--- config.mk ---
export PLATFORM = sky130hd
export DESIGN_NAME = clock_sync_scheduler_flat
export DESIGN_NICKNAME = d
export VERILOG_FILES = /design/src/rtl/clock_sync_scheduler_if.sv /design/src/rtl/clock_sync_scheduler.sv /design/src/flat_wrapper.sv
export SDC_FILE = /design/constraint.sdc
export NUM_CORES = 1
export LEC_CHECK = 0
export ABC_AREA = 1
export CORE_UTILIZATION = 30
export DETAILED_ROUTE_END_ITERATION = 6
export PLACE_DENSITY_LB_ADDON = 0.12
export SETUP_SLACK_MARGIN = 0.05
export SLEW_MARGIN = 40
export SYNTH_ARGS = -nofsm -noshare
export SYNTH_HDL_FRONTEND = slang
export SYNTH_SLANG_ARGS = --single-unit
--- constraint.sdc ---
create_clock -name clock -period 3.8 [get_ports clock]
set_input_delay 0.76 -clock clock [delete_from_list [all_inputs] [get_ports clock]]
set_output_delay 0.76 -clock clock [all_outputs]
set_load 0.005 [all_outputs]
--- src/rtl/clock_sync_scheduler_if.sv ---
// Signal bundle between the time-sync scheduler and its surroundings
// (local time counter, user trigger and PC104 sync block).
interface clock_sync_scheduler_if;
    logic       tick_1hz;
    logic       manual_req;
    logic       sync_done;
    logic [4:0] remote_hr;
    logic [5:0] remote_min;
    logic [5:0] remote_sec;
    logic [4:0] local_hr;
    logic [5:0] local_min;
    logic [5:0] local_sec;
    logic       request;
    logic       load;
    logic [4:0] load_hr;
    logic [5:0] load_min;
    logic [5:0] load_sec;
    logic       busy;
    logic       fail;
    logic [1:0] attempts;
    logic [2:0] fsm_state;

    // Handshake: request is a single-cycle pulse per attempt, with no ready
    // and no hold; sync_done is a single-cycle pulse that only counts while
    // the scheduler waits. load is a single-cycle strobe, and load_* are
    // valid in that cycle.
    modport master (
        input  tick_1hz, manual_req, sync_done,
        input  remote_hr, remote_min, remote_sec,
        input  local_hr, local_min, local_sec,
        output request, load, load_hr, load_min, load_sec,
        output busy, fail, attempts, fsm_state
    );

    modport slave (
        output tick_1hz, manual_req, sync_done,
        output remote_hr, remote_min, remote_sec,
        output local_hr, local_min, local_sec,
        input  request, load, load_hr, load_min, load_sec,
        input  busy, fail, attempts, fsm_state
    );
endinterface

--- src/rtl/clock_sync_scheduler.sv ---
// Periodic/manual time-sync sequencer with timeout, backoff and retry.
// Optional macro SYNC_DRIFT_CHECK_EN skips the load when drift <= DRIFT_TOL.
module clock_sync_scheduler #(
    parameter int PERIOD_S    = 60,
    parameter int TIMEOUT_CYC = 1000,
    parameter int BACKOFF_CYC = 200,
    parameter int MAX_RETRY   = 3,
    parameter int DRIFT_TOL   = 2
) (
    input logic clock,
    input logic reset,
    clock_sync_scheduler_if.master bus
);

    typedef enum logic [2:0] {
        S_IDLE    = 3'd0,
        S_REQ     = 3'd1,
        S_WAIT    = 3'd2,
        S_BACKOFF = 3'd3,
        S_CHECK   = 3'd4,
        S_LOAD    = 3'd5,
        S_FAIL    = 3'd6
    } state_t;

    localparam int CNT_MAX = (TIMEOUT_CYC > BACKOFF_CYC) ? TIMEOUT_CYC : BACKOFF_CYC;
    localparam int CW      = $clog2(CNT_MAX + 1);
    localparam int PW      = $clog2(PERIOD_S + 2);
    localparam int RW      = $clog2(MAX_RETRY + 2);

    localparam logic [CW-1:0] TIMEOUT_LAST = CW'(TIMEOUT_CYC - 1);
    localparam logic [CW-1:0] BACKOFF_LAST = CW'(BACKOFF_CYC - 1);
    localparam logic [PW-1:0] PERIOD_LAST  = (PERIOD_S > 0) ? PW'(PERIOD_S - 1) : '0;
    localparam logic [RW-1:0] RETRY_LIMIT  = RW'(MAX_RETRY);
    localparam bit            AUTO_EN      = (PERIOD_S > 0);

    if (PERIOD_S < 0 || TIMEOUT_CYC < 1 || BACKOFF_CYC < 1 || MAX_RETRY < 0 || DRIFT_TOL < 0) begin : g_bad_param
        $error("clock_sync_scheduler: parameter out of range");
    end

    state_t        state;
    state_t        state_next;
    logic [CW-1:0] cyc_cnt;
    logic [PW-1:0] period_cnt;
    logic [RW-1:0] retries;
    logic [1:0]    attempts_q;
    logic          fail_q;
    logic [4:0]    load_hr_q;
    logic [5:0]    load_min_q;
    logic [5:0]    load_sec_q;
    logic          period_hit;
    logic          remote_ok;
    logic          skip_load;

    always_comb begin
        period_hit = AUTO_EN && bus.tick_1hz && (period_cnt == PERIOD_LAST);
        remote_ok  = (bus.remote_hr < 5'd24) && (bus.remote_min < 6'd60) && (bus.remote_sec < 6'd60);
    end

`ifdef SYNC_DRIFT_CHECK_EN
    logic [16:0] remote_sod;
    logic [16:0] local_sod;
    logic [16:0] diff;
    logic [16:0] drift;

    // Shortest distance around the 24h circle, so 23:59:59 vs 00:00:01 is 2 s.
    always_comb begin
        remote_sod = 17'(bus.remote_hr) * 17'd3600 + 17'(bus.remote_min) * 17'd60 + 17'(bus.remote_sec);
        local_sod  = 17'(bus.local_hr) * 17'd3600 + 17'(bus.local_min) * 17'd60 + 17'(bus.local_sec);
        diff       = (remote_sod >= local_sod) ? (remote_sod - local_sod) : (local_sod - remote_sod);
        drift      = diff;
        if (diff > 17'd43200 && diff < 17'd86400) begin
            drift = 17'd86400 - diff;
        end
        skip_load  = (drift <= 17'(DRIFT_TOL));
    end
`else
    always_comb begin
        skip_load = 1'b0;
    end
`endif

    always_comb begin
        state_next = state;
        case (state)
            S_IDLE: begin
                if (bus.manual_req || period_hit) begin
                    state_next = S_REQ;
                end
            end
            S_REQ: state_next = S_WAIT;
            S_WAIT: begin
                if (bus.sync_done) begin
                    state_next = S_CHECK;
                end else if (cyc_cnt == TIMEOUT_LAST) begin
                    state_next = (retries < RETRY_LIMIT) ? S_BACKOFF : S_FAIL;
                end
            end
            S_BACKOFF: begin
                if (cyc_cnt == BACKOFF_LAST) begin
                    state_next = S_REQ;
                end
            end
            S_CHECK: begin
                if (!remote_ok) begin
                    state_next = S_FAIL;
                end else if (skip_load) begin
                    state_next = S_IDLE;
                end else begin
                    state_next = S_LOAD;
                end
            end
            S_LOAD:  state_next = S_IDLE;
            S_FAIL:  state_next = S_IDLE;
            default: state_next = S_IDLE;
        endcase
    end

    always_ff @(posedge clock) begin
        if (reset) begin
            state      <= S_IDLE;
            cyc_cnt    <= '0;
            period_cnt <= '0;
            retries    <= '0;
            attempts_q <= 2'd0;
            fail_q     <= 1'b0;
            load_hr_q  <= 5'd0;
            load_min_q <= 6'd0;
            load_sec_q <= 6'd0;
        end else begin
            state <= state_next;

            // One counter serves both the WAIT timeout and the BACKOFF delay.
            if (state_next != state) begin
                cyc_cnt <= '0;
            end else if (state == S_WAIT || state == S_BACKOFF) begin
                cyc_cnt <= cyc_cnt + CW'(1);
            end

            if (state == S_IDLE && state_next == S_REQ) begin
                period_cnt <= '0;
            end else if (state == S_IDLE && AUTO_EN && bus.tick_1hz) begin
                period_cnt <= period_cnt + PW'(1);
            end

            if (state == S_IDLE && state_next == S_REQ) begin
                retries <= '0;
            end else if (state == S_WAIT && state_next == S_BACKOFF) begin
                retries <= retries + RW'(1);
            end

            if (state_next == S_REQ) begin
                if (state == S_IDLE) begin
                    attempts_q <= 2'd1;
                end else if (attempts_q != 2'd3) begin
                    attempts_q <= attempts_q + 2'd1;
                end
            end

            if (state_next == S_FAIL) begin
                fail_q <= 1'b1;
            end else if (state_next == S_LOAD || (state == S_CHECK && state_next == S_IDLE)) begin
                fail_q <= 1'b0;
            end

            if (state == S_CHECK) begin
                load_hr_q  <= bus.remote_hr;
                load_min_q <= bus.remote_min;
                load_sec_q <= bus.remote_sec;
            end
        end
    end

    always_comb begin
        bus.request   = (state == S_REQ);
        bus.load      = (state == S_LOAD);
        bus.load_hr   = load_hr_q;
        bus.load_min  = load_min_q;
        bus.load_sec  = load_sec_q;
        bus.busy      = (state != S_IDLE) && (state != S_FAIL);
        bus.fail      = fail_q;
        bus.attempts  = attempts_q;
        bus.fsm_state = state;
    end

endmodule

--- src/flat_wrapper.sv ---
// flat-port wrapper written by rule: the top's interface ports become plain ports
module clock_sync_scheduler_flat 
#(
    parameter int PERIOD_S    = 60,
    parameter int TIMEOUT_CYC = 1000,
    parameter int BACKOFF_CYC = 200,
    parameter int MAX_RETRY   = 3,
    parameter int DRIFT_TOL   = 2
)
  (clock, reset, bus_tick_1hz, bus_manual_req, bus_sync_done, bus_remote_hr, bus_remote_min, bus_remote_sec, bus_local_hr, bus_local_min, bus_local_sec, bus_request, bus_load, bus_load_hr, bus_load_min, bus_load_sec, bus_busy, bus_fail, bus_attempts, bus_fsm_state);
  clock_sync_scheduler_if bus_i ();
  input logic clock;
  input logic reset;
  input wire logic [$bits(bus_i.tick_1hz)-1:0] bus_tick_1hz;
  input wire logic [$bits(bus_i.manual_req)-1:0] bus_manual_req;
  input wire logic [$bits(bus_i.sync_done)-1:0] bus_sync_done;
  input wire logic [$bits(bus_i.remote_hr)-1:0] bus_remote_hr;
  input wire logic [$bits(bus_i.remote_min)-1:0] bus_remote_min;
  input wire logic [$bits(bus_i.remote_sec)-1:0] bus_remote_sec;
  input wire logic [$bits(bus_i.local_hr)-1:0] bus_local_hr;
  input wire logic [$bits(bus_i.local_min)-1:0] bus_local_min;
  input wire logic [$bits(bus_i.local_sec)-1:0] bus_local_sec;
  output wire logic [$bits(bus_i.request)-1:0] bus_request;
  output wire logic [$bits(bus_i.load)-1:0] bus_load;
  output wire logic [$bits(bus_i.load_hr)-1:0] bus_load_hr;
  output wire logic [$bits(bus_i.load_min)-1:0] bus_load_min;
  output wire logic [$bits(bus_i.load_sec)-1:0] bus_load_sec;
  output wire logic [$bits(bus_i.busy)-1:0] bus_busy;
  output wire logic [$bits(bus_i.fail)-1:0] bus_fail;
  output wire logic [$bits(bus_i.attempts)-1:0] bus_attempts;
  output wire logic [$bits(bus_i.fsm_state)-1:0] bus_fsm_state;
  assign bus_i.tick_1hz = bus_tick_1hz;
  assign bus_i.manual_req = bus_manual_req;
  assign bus_i.sync_done = bus_sync_done;
  assign bus_i.remote_hr = bus_remote_hr;
  assign bus_i.remote_min = bus_remote_min;
  assign bus_i.remote_sec = bus_remote_sec;
  assign bus_i.local_hr = bus_local_hr;
  assign bus_i.local_min = bus_local_min;
  assign bus_i.local_sec = bus_local_sec;
  assign bus_request = bus_i.request;
  assign bus_load = bus_i.load;
  assign bus_load_hr = bus_i.load_hr;
  assign bus_load_min = bus_i.load_min;
  assign bus_load_sec = bus_i.load_sec;
  assign bus_busy = bus_i.busy;
  assign bus_fail = bus_i.fail;
  assign bus_attempts = bus_i.attempts;
  assign bus_fsm_state = bus_i.fsm_state;
  clock_sync_scheduler #(.PERIOD_S(PERIOD_S), .TIMEOUT_CYC(TIMEOUT_CYC), .BACKOFF_CYC(BACKOFF_CYC), .MAX_RETRY(MAX_RETRY), .DRIFT_TOL(DRIFT_TOL)) u_core (.clock(clock), .reset(reset), .bus(bus_i));
endmodule
==> impl_metrics.csv <==
group,metric,value,unit
outcome,status,"finished, violations left",
outcome,failed_checks,"design-rule violations",
finish,layout_cell_share_with_drive_strength_beyond_1,12.1,%
die,num_io_pins,65,
timing,tightestPinTransition,0.633,ns
clocking,cts.hold.buffers_added,0,
timing,period_utilisation_layout,65.8,%
finish,finish.instance_area,2700,µm²
die,start_util,31.6,%
place,dpl_cell_area,2580,µm²
hold_path,hold-path-cell-count,2,
worst_setup_path,crit_path_start,"u_core.bus.fsm_state[2]$_SDFF_PP0_",
global_routing,gr-usage-all-layers,13.9,%
worst_setup_path,max_stage_delay,0.68,ns
clocking,worst_skew_pair.late_latency,0.30,ns
place,port-buffer-count,47,
power,cellLeakagePower,0.00111,µW
global_routing,grt_first_pass_wirelength,8.02,mm
detailed_routing,remaining_drc_errors,2,
clocking,post_cts_buffers,0,
detailed_routing,drt-total-wl,4.49,mm
global_routing,remaining_global_route_overflow,0,
die,die_area,7140,µm²
worst_setup_path,cp_max_fo,9,
synth,synth.net_count,323,
detailed_routing,num_vias,1816,
timing,fmax,0.400,GHz
global_routing,grt_antenna_before_repair,0,
synth,post_synth.cell_area_avg,7.30,µm²
clocking,cts_htree_levels,2,
timing,period_minus_slack,2.50,ns
worst_setup_path,worst_setup_path_start_kind,"flop",
synth,synth_area_leaders,"sky130_fd_sc_hd__dfxtp_1, sky130_fd_sc_hd__nor2_1, sky130_fd_sc_hd__nand2_1",
worst_setup_path,reg2regPathDepth,7,
detailed_routing,antenna_left,0,
power,vdd.ir_drop.worst,0.190,mV
worst_setup_path,critPathSlowestCell,"sky130_fd_sc_hd__dfxtp_1",
worst_setup_path,timing.critical_path.max_delay_family,"flip-flops",
synth,synthDominantCellAreaShare,41.2,%
timing,grt_setup_unrepaired,"false",
clocking,clock_tree.buffer_depth,2,
global_routing,via_count_of_the_first_global_routing_pass,1798,
timing,final-hold-violation-count,0,
synth,ys_seq_elements,42,
finish,nets,372,
worst_setup_path,cp.required,3.04,ns
worst_setup_path,timing.rr.end,"u_core.bus.fail$_SDFFE_PP0P_",
timing,worst_clock_skew,0.0131,ns
hold_path,timing.hold.worst.class,"flop to flop",
place,gpl.final_weighted_congestion,0.799,
timing,worst_case_headroom_to_the_max_slew_limit,57.8,%
global_routing,largest_net_degree_at_the_start_of_global_routing,24,
worst_setup_path,timing.rr.start,"u_core.bus.fsm_state[2]$_SDFF_PP0_",
worst_setup_path,timing.reg2reg.setup_slack,1.61,ns
worst_setup_path,critical_path.endpoint_type,"primary output",
timing,final_max_slew_viol_count,0,
worst_setup_path,critPathBufInv,1,
worst_setup_path,setup.worst_path.end,"bus_load",
worst_setup_path,critical_path.cell_chain,"nand2_1, nor2_1, clkdlybuf4s50_1",
detailed_routing,dr.first_iter.drc_count,60,
synth,netlist-cell-type-count,32,
job,drv.max_cap_violation_count,0,
clocking,clock_transition_at_the_registers_of_the_reported_paths,0.09,ns
die,fp-row-count,29,
clocking,cts.root.buffer_cell,"sky130_fd_sc_hd__clkbuf_8",
die,fp.coreArea,6460,µm²
synth,synth.largest_area_cell,"sky130_fd_sc_hd__dfxtp_1",
clocking,tritoncts,"yes",
detailed_routing,first_pass_iters,6,
power,power_per_cell_area,381,nW/µm²
timing,final-setup-viol-count,0,
timing,finalSetupTns,0,ns
synth,yosys_warnings,0,
synth,yosysSeqAreaShare,41.2,%
clocking,cts-resized-gates,0,
finish,syn_to_final_growth,32.0,%
detailed_routing,avgRoutedWirePerCell,11.0,µm
clocking,cts_buffers,5,
synth,synthesis.instances,280,
place,hpwl_dp,3.24,mm
worst_setup_path,critPathArrivalTime,1.74,ns
die,chipHeight,84.5,µm
detailed_routing,drt-vias-per-instance,4.46,
finish,diodes,0,
worst_setup_path,critical_path_cell_count,3,
worst_setup_path,worst-setup-path-type,"flop to primary output",
clocking,tritoncts_num_sinks,42,
die,die_w,84.5,µm
synth,post_synthesis_cell_area,2040,µm²
==> cell usage in the layout, fill, tap and decap left out <==
cell type                          n
sky130_fd_sc_hd__clkbuf_8          5
sky130_fd_sc_hd__a21oi_1           9
sky130_fd_sc_hd__xnor2_1           3
sky130_fd_sc_hd__o21ai_1           1
sky130_fd_sc_hd__o21ai_0          19
sky130_fd_sc_hd__bufinv_16         1
sky130_fd_sc_hd__nand3_2           3
sky130_fd_sc_hd__nor3_2            2
sky130_fd_sc_hd__xor2_1            7
sky130_fd_sc_hd__ha_1              4
sky130_fd_sc_hd__nand2_2           3
sky130_fd_sc_hd__buf_4             1
sky130_fd_sc_hd__clkinv_1          1
sky130_fd_sc_hd__nand3_1          12
sky130_fd_sc_hd__clkdlybuf4s50_1  47
sky130_fd_sc_hd__nor2_1           63
sky130_fd_sc_hd__nor3b_1           1
sky130_fd_sc_hd__nand4_1           4
sky130_fd_sc_hd__inv_1            26
sky130_fd_sc_hd__nor2_8            1
sky130_fd_sc_hd__xor2_2            1
sky130_fd_sc_hd__dfxtp_1          42
sky130_fd_sc_hd__nand2_1          48
sky130_fd_sc_hd__nand3b_1          1
sky130_fd_sc_hd__inv_2             5
sky130_fd_sc_hd__a21oi_2           3
sky130_fd_sc_hd__nor2_2            6
sky130_fd_sc_hd__nor3_1            2
sky130_fd_sc_hd__inv_4             1
sky130_fd_sc_hd__clkinvlp_4        2
sky130_fd_sc_hd__nand2_4           2
sky130_fd_sc_hd__nor2_4            3
sky130_fd_sc_hd__or2_2             1
==> worst min path at each step <==
stage | end | from
2_1_floorplan | u_core.retries[2]$_SDFFE_PP0P_ | u_core.retries[2]$_SDFFE_PP0P_
3_3_place_gp | u_core.retries[2]$_SDFFE_PP0P_ | u_core.retries[2]$_SDFFE_PP0P_
3_5_place_dp | u_core.retries[2]$_SDFFE_PP0P_ | u_core.retries[2]$_SDFFE_PP0P_
4_1_cts | u_core.retries[2]$_SDFFE_PP0P_ | u_core.retries[2]$_SDFFE_PP0P_
5_1_grt | u_core.period_cnt[1]$_SDFFE_PP0P_ | u_core.period_cnt[1]$_SDFFE_PP0P_
6_report | u_core.retries[2]$_SDFFE_PP0P_ | u_core.retries[2]$_SDFFE_PP0P_
==> through the flow <==
step	setup WS (ns)	instances	hold WS [ns]	util (%)	power, µW
after floorplan	2.09	280	0.436	-	595
after global placement	1.28	399	0.466	40.0	681
after detailed placement	1.30	399	0.469	40.0	682
after CTS	1.26	407	0.484	41.7	1050
after global routing	1.20	407	0.512	41.7	1090
final	1.30	407	0.480	41.7	1030
==> per-layer routing <==
layer | GRT usage, % | routed length, µm | up-vias
met4 | 5.55 | 93 | 0
met2 | 22.4 | 1990 | 42
li1 | - | - | 970
met5 | 0 | 0 | -
met3 | 4.62 | 273 | 9
met1 | 17.1 | 2130 | 795
==> where the power goes <==
part,total [µW],switching [µW],internal [µW]
logic,194,102,92.3
clock network,358,163,196
registers,474,16.0,458
==> synth_stat cells (all sizes together) <==
cell / count
inv: 32
dfxtp: 42
xor2: 8
ha: 4
clkinv: 1
nand4: 4
nand3b: 1
o21ai: 20
nand2: 53
or2: 1
nor2: 73
nor3b: 1
clkbuf: 3
nor3: 4
buf: 3
a21oi: 12
xnor2: 3
nand3: 15
==> registers in the layout, summed over array words and instances (netlist names) <==
| name | flops |
|---|---|
| u_core.bus.load_hr | 5 |
| u_core.bus.fsm_state | 3 |
| u_core.bus.load_min | 6 |
| u_core.retries | 3 |
| u_core.bus.attempts | 2 |
| u_core.cyc_cnt | 10 |
| u_core.bus.fail | 1 |
| u_core.period_cnt | 6 |
| u_core.bus.load_sec | 6 |
==> kinds of logic (layout without fill, tap and decap cells) <==
logic type                 count (synthesis)  count (layout)  synth area share (%)
xor gates and xnor gates                  11              11                  5.08
adders and majority gates                  4               4                  2.45
buffers and inverters                     39              89                  7.90
DFF                                       42              42                  41.2
AOI/OAI and AO/OA                         32              32                  8.39
and+or+nand+nor                          152             152                  35.0
==> layout make-up <==
cell class                      count  area (µm²)
Clock buffer                        5        68.8
Clock inverter                      3        45.0
Fill cell                         681        3760
Inverter                           33         126
Multi-Input combinational cell    199        1040
Sequential cell                    42         841
Tap cell                           77        96.3
Timing Repair Buffer               48         478
==> tightest hold or removal path: stages, from the launching register on <==
cell and delay, ns:
sky130_fd_sc_hd__dfxtp_1 0.30, sky130_fd_sc_hd__inv_1 0.07, sky130_fd_sc_hd__a21oi_1 0.07
Power figures use the tool's default switching activity.
==> RTL change: new RTL, config.mk and constraints unchanged <==
One comparison of `period_cnt` changes from == to >=.
--- a/src/rtl/clock_sync_scheduler.sv
+++ b/src/rtl/clock_sync_scheduler.sv
@@ -52,7 +52,7 @@
     logic          skip_load;
 
     always_comb begin
-        period_hit = AUTO_EN && bus.tick_1hz && (period_cnt == PERIOD_LAST);
+        period_hit = AUTO_EN && bus.tick_1hz && (period_cnt >= PERIOD_LAST);
         remote_ok  = (bus.remote_hr < 5'd24) && (bus.remote_min < 6'd60) && (bus.remote_sec < 6'd60);
     end
 
Check against the original RTL: same outputs for any inputs over 10 cycles, from zero or initial values and one cycle with reset high; that may be too few to reach the edited logic, so the function may still have changed.
==> RTL change against the original RTL <==
Power shrank 0.41%. Final cell count is 2.7% lower. Setup slack lost 58 ps. Clock skew fell by 7.9 ps. Cell area shrank 0.14%. Area after synthesis grew 0.24%. Synthesized cell count shrank 3.9%. Wire length shrank 1.7%. Global-route usage barely moved. Sequential cell count did not move.
==> RTL change: results (changes against the original RTL) <==
Run status
  – Result of the run: finished clean

Global route
  – Largest net degree at the start of global routing: 22 (-8.3%)
  – Wire length of the first global-routing pass: 7969 um (-0.60%)
  – Initial antenna violation count: 0 (unchanged)
  – Number of global-route vias before repair: 1807 (+0.50%)
  – Tot GR Track Use: 0.1394 (+0.0003232)

Placement
  – # placed instances: 388 (-2.8%)
  – HPWL after DPL: 3212 um (-0.93%)
  – Routability-driven placement congestion ratio: 0.6867 (-14%)
  – Worst slack at placement: 1439 ps (+142.8 ps)

Worst setup path
  – Worst Path Max Fanout: 5 (-4)
  – FF-to-FF setup slack: 1630 ps (+20 ps)
  – Crit path largest cell delay: 570 ps (-110 ps)
  – Slowest stage cell, crit path: sky130_fd_sc_hd__clkdlybuf4s50_1
  – Crit path DAT: 1800 ps (+60 ps)

Timing
  – Worst-case setup margin in the final layout: 1242 ps (-58.05 ps)
  – Clock skew: 5.266 ps (-7.860 ps)
  – Transition at the pin with the smallest max-transition slack: 766.1 ps (+133.3 ps)

Logic synthesis
  – Fraction of the mapped netlist area in adder cells: 0.02443 (-0.00005985)
  – Number of warning messages in the yosys log: 0 (unchanged)
  – Synth Area in Compound Gates: 0.07697 (-0.006925)
  – Syn avg cell area: 7.614 um2 (+4.3%)
  – Top cells by instance count after synthesis: 54 x sky130_fd_sc_hd__nor2_1, 42 x sky130_fd_sc_hd__dfxtp_1, 38 x sky130_fd_sc_hd__nand2_1
  – Post-Syn Nets: 312 (-3.4%)
  – Fraction of registers with async set/reset: 0 (unchanged)
  – Post-synthesis sequential area ratio: 0.4105 (-0.001006)
  – Xor and xnor area share after synthesis: 0.06475 (+0.01393)
  – Post-synth cell types: 30 (-6.3%)

Power
  – Worst VDD drop: 0.1458 mV (-23%)
  – Leakage: 1.088 nW (-2.0%)

Routing
  – First DRT Iteration DRCs: 37 (-38%)
  – Wire length per cell: 11.14 um (+1.1%)
  – Vias per inst: 4.455 (-0.17%)
  – Total routed wirelength: 4412 um (-1.7%)

Finish
  – Number of nets in the finished design: 361 (-3.0%)
  – Share of final-layout standard cells stronger than drive strength 1: 0.1505 (+0.02926)

Clock tree
  – Worst-Skew Late Latency: 290 ps
==> RTL change: per-layer routing <==
layer | wire length, um | GRT usage | up-vias
met5 | 0 | 0 | -
met4 | 65 | 0.04622 | 0
li1 | - | - | 938
met2 | 1998 | 0.2269 | 37
met3 | 287 | 0.05408 | 6
met1 | 2061 | 0.1688 | 783
==> RTL change: kinds of logic after synthesis <==
family	after synthesis
and+or+nand+nor	146
DFF	42
buffers and inverters	34
AOI/OAI and AO/OA	30
xor gates and xnor gates	13
adders and majority gates	4
==> RTL change: worst max-delay path: cells and delay by family (launching register included) <==
kind / cells / cell delay [ps]
buf+inv: 2 / 730
flops: 1 / 500
simple gates: 1 / 280
==> RTL change: area by class of cell <==
class / instances / area [um2]
Multi-Input combinational cell: 193 / 1066
Fill cell: 683 / 3766
Tap cell: 77 / 96.34
Clock buffer: 7 / 76.32
Clock inverter: 1 / 30.03
Timing Repair Buffer: 48 / 478.0
Inverter: 28 / 105.1
Sequential cell: 42 / 840.8
==> RTL change: final timing paths <==
kind                                                to                     from  cells after the start
worst min-delay path                 u_core.retries[2]        u_core.retries[2]                      2
worst min register to register       u_core.retries[2]        u_core.retries[2]                      2
worst max register to register  u_core.bus.attempts[1]  u_core.bus.fsm_state[1]                     12
worst max-delay path                       bus_request  u_core.bus.fsm_state[0]                      3
==> RTL change: report_power, final <==
group / total, W / switching, W / leakage (nW) / internal (W)
combinational: 0.000199 / 0.000104 / 0.696 / 0.0000949
clock: 0.000347 / 0.000150 / 0.0524 / 0.000197
sequential: 0.000477 / 0.0000178 / 0.340 / 0.000459
total: 0.00102 / 0.000272 / 1.09 / 0.000751
==> RTL change: stage by stage <==
step | instance area [um2] | utilization | hold WS (ps)
6_report | 2693 | 0.4169 | 459.8
5_1_grt | 2693 | 0.4169 | 502.7
4_1_cts | 2693 | 0.4169 | 466.9
3_5_place_dp | 2586 | 0.4004 | 451.5
3_3_place_gp | 2586 | 0.4004 | 452.5
2_1_floorplan | 2048 | - | 435.9
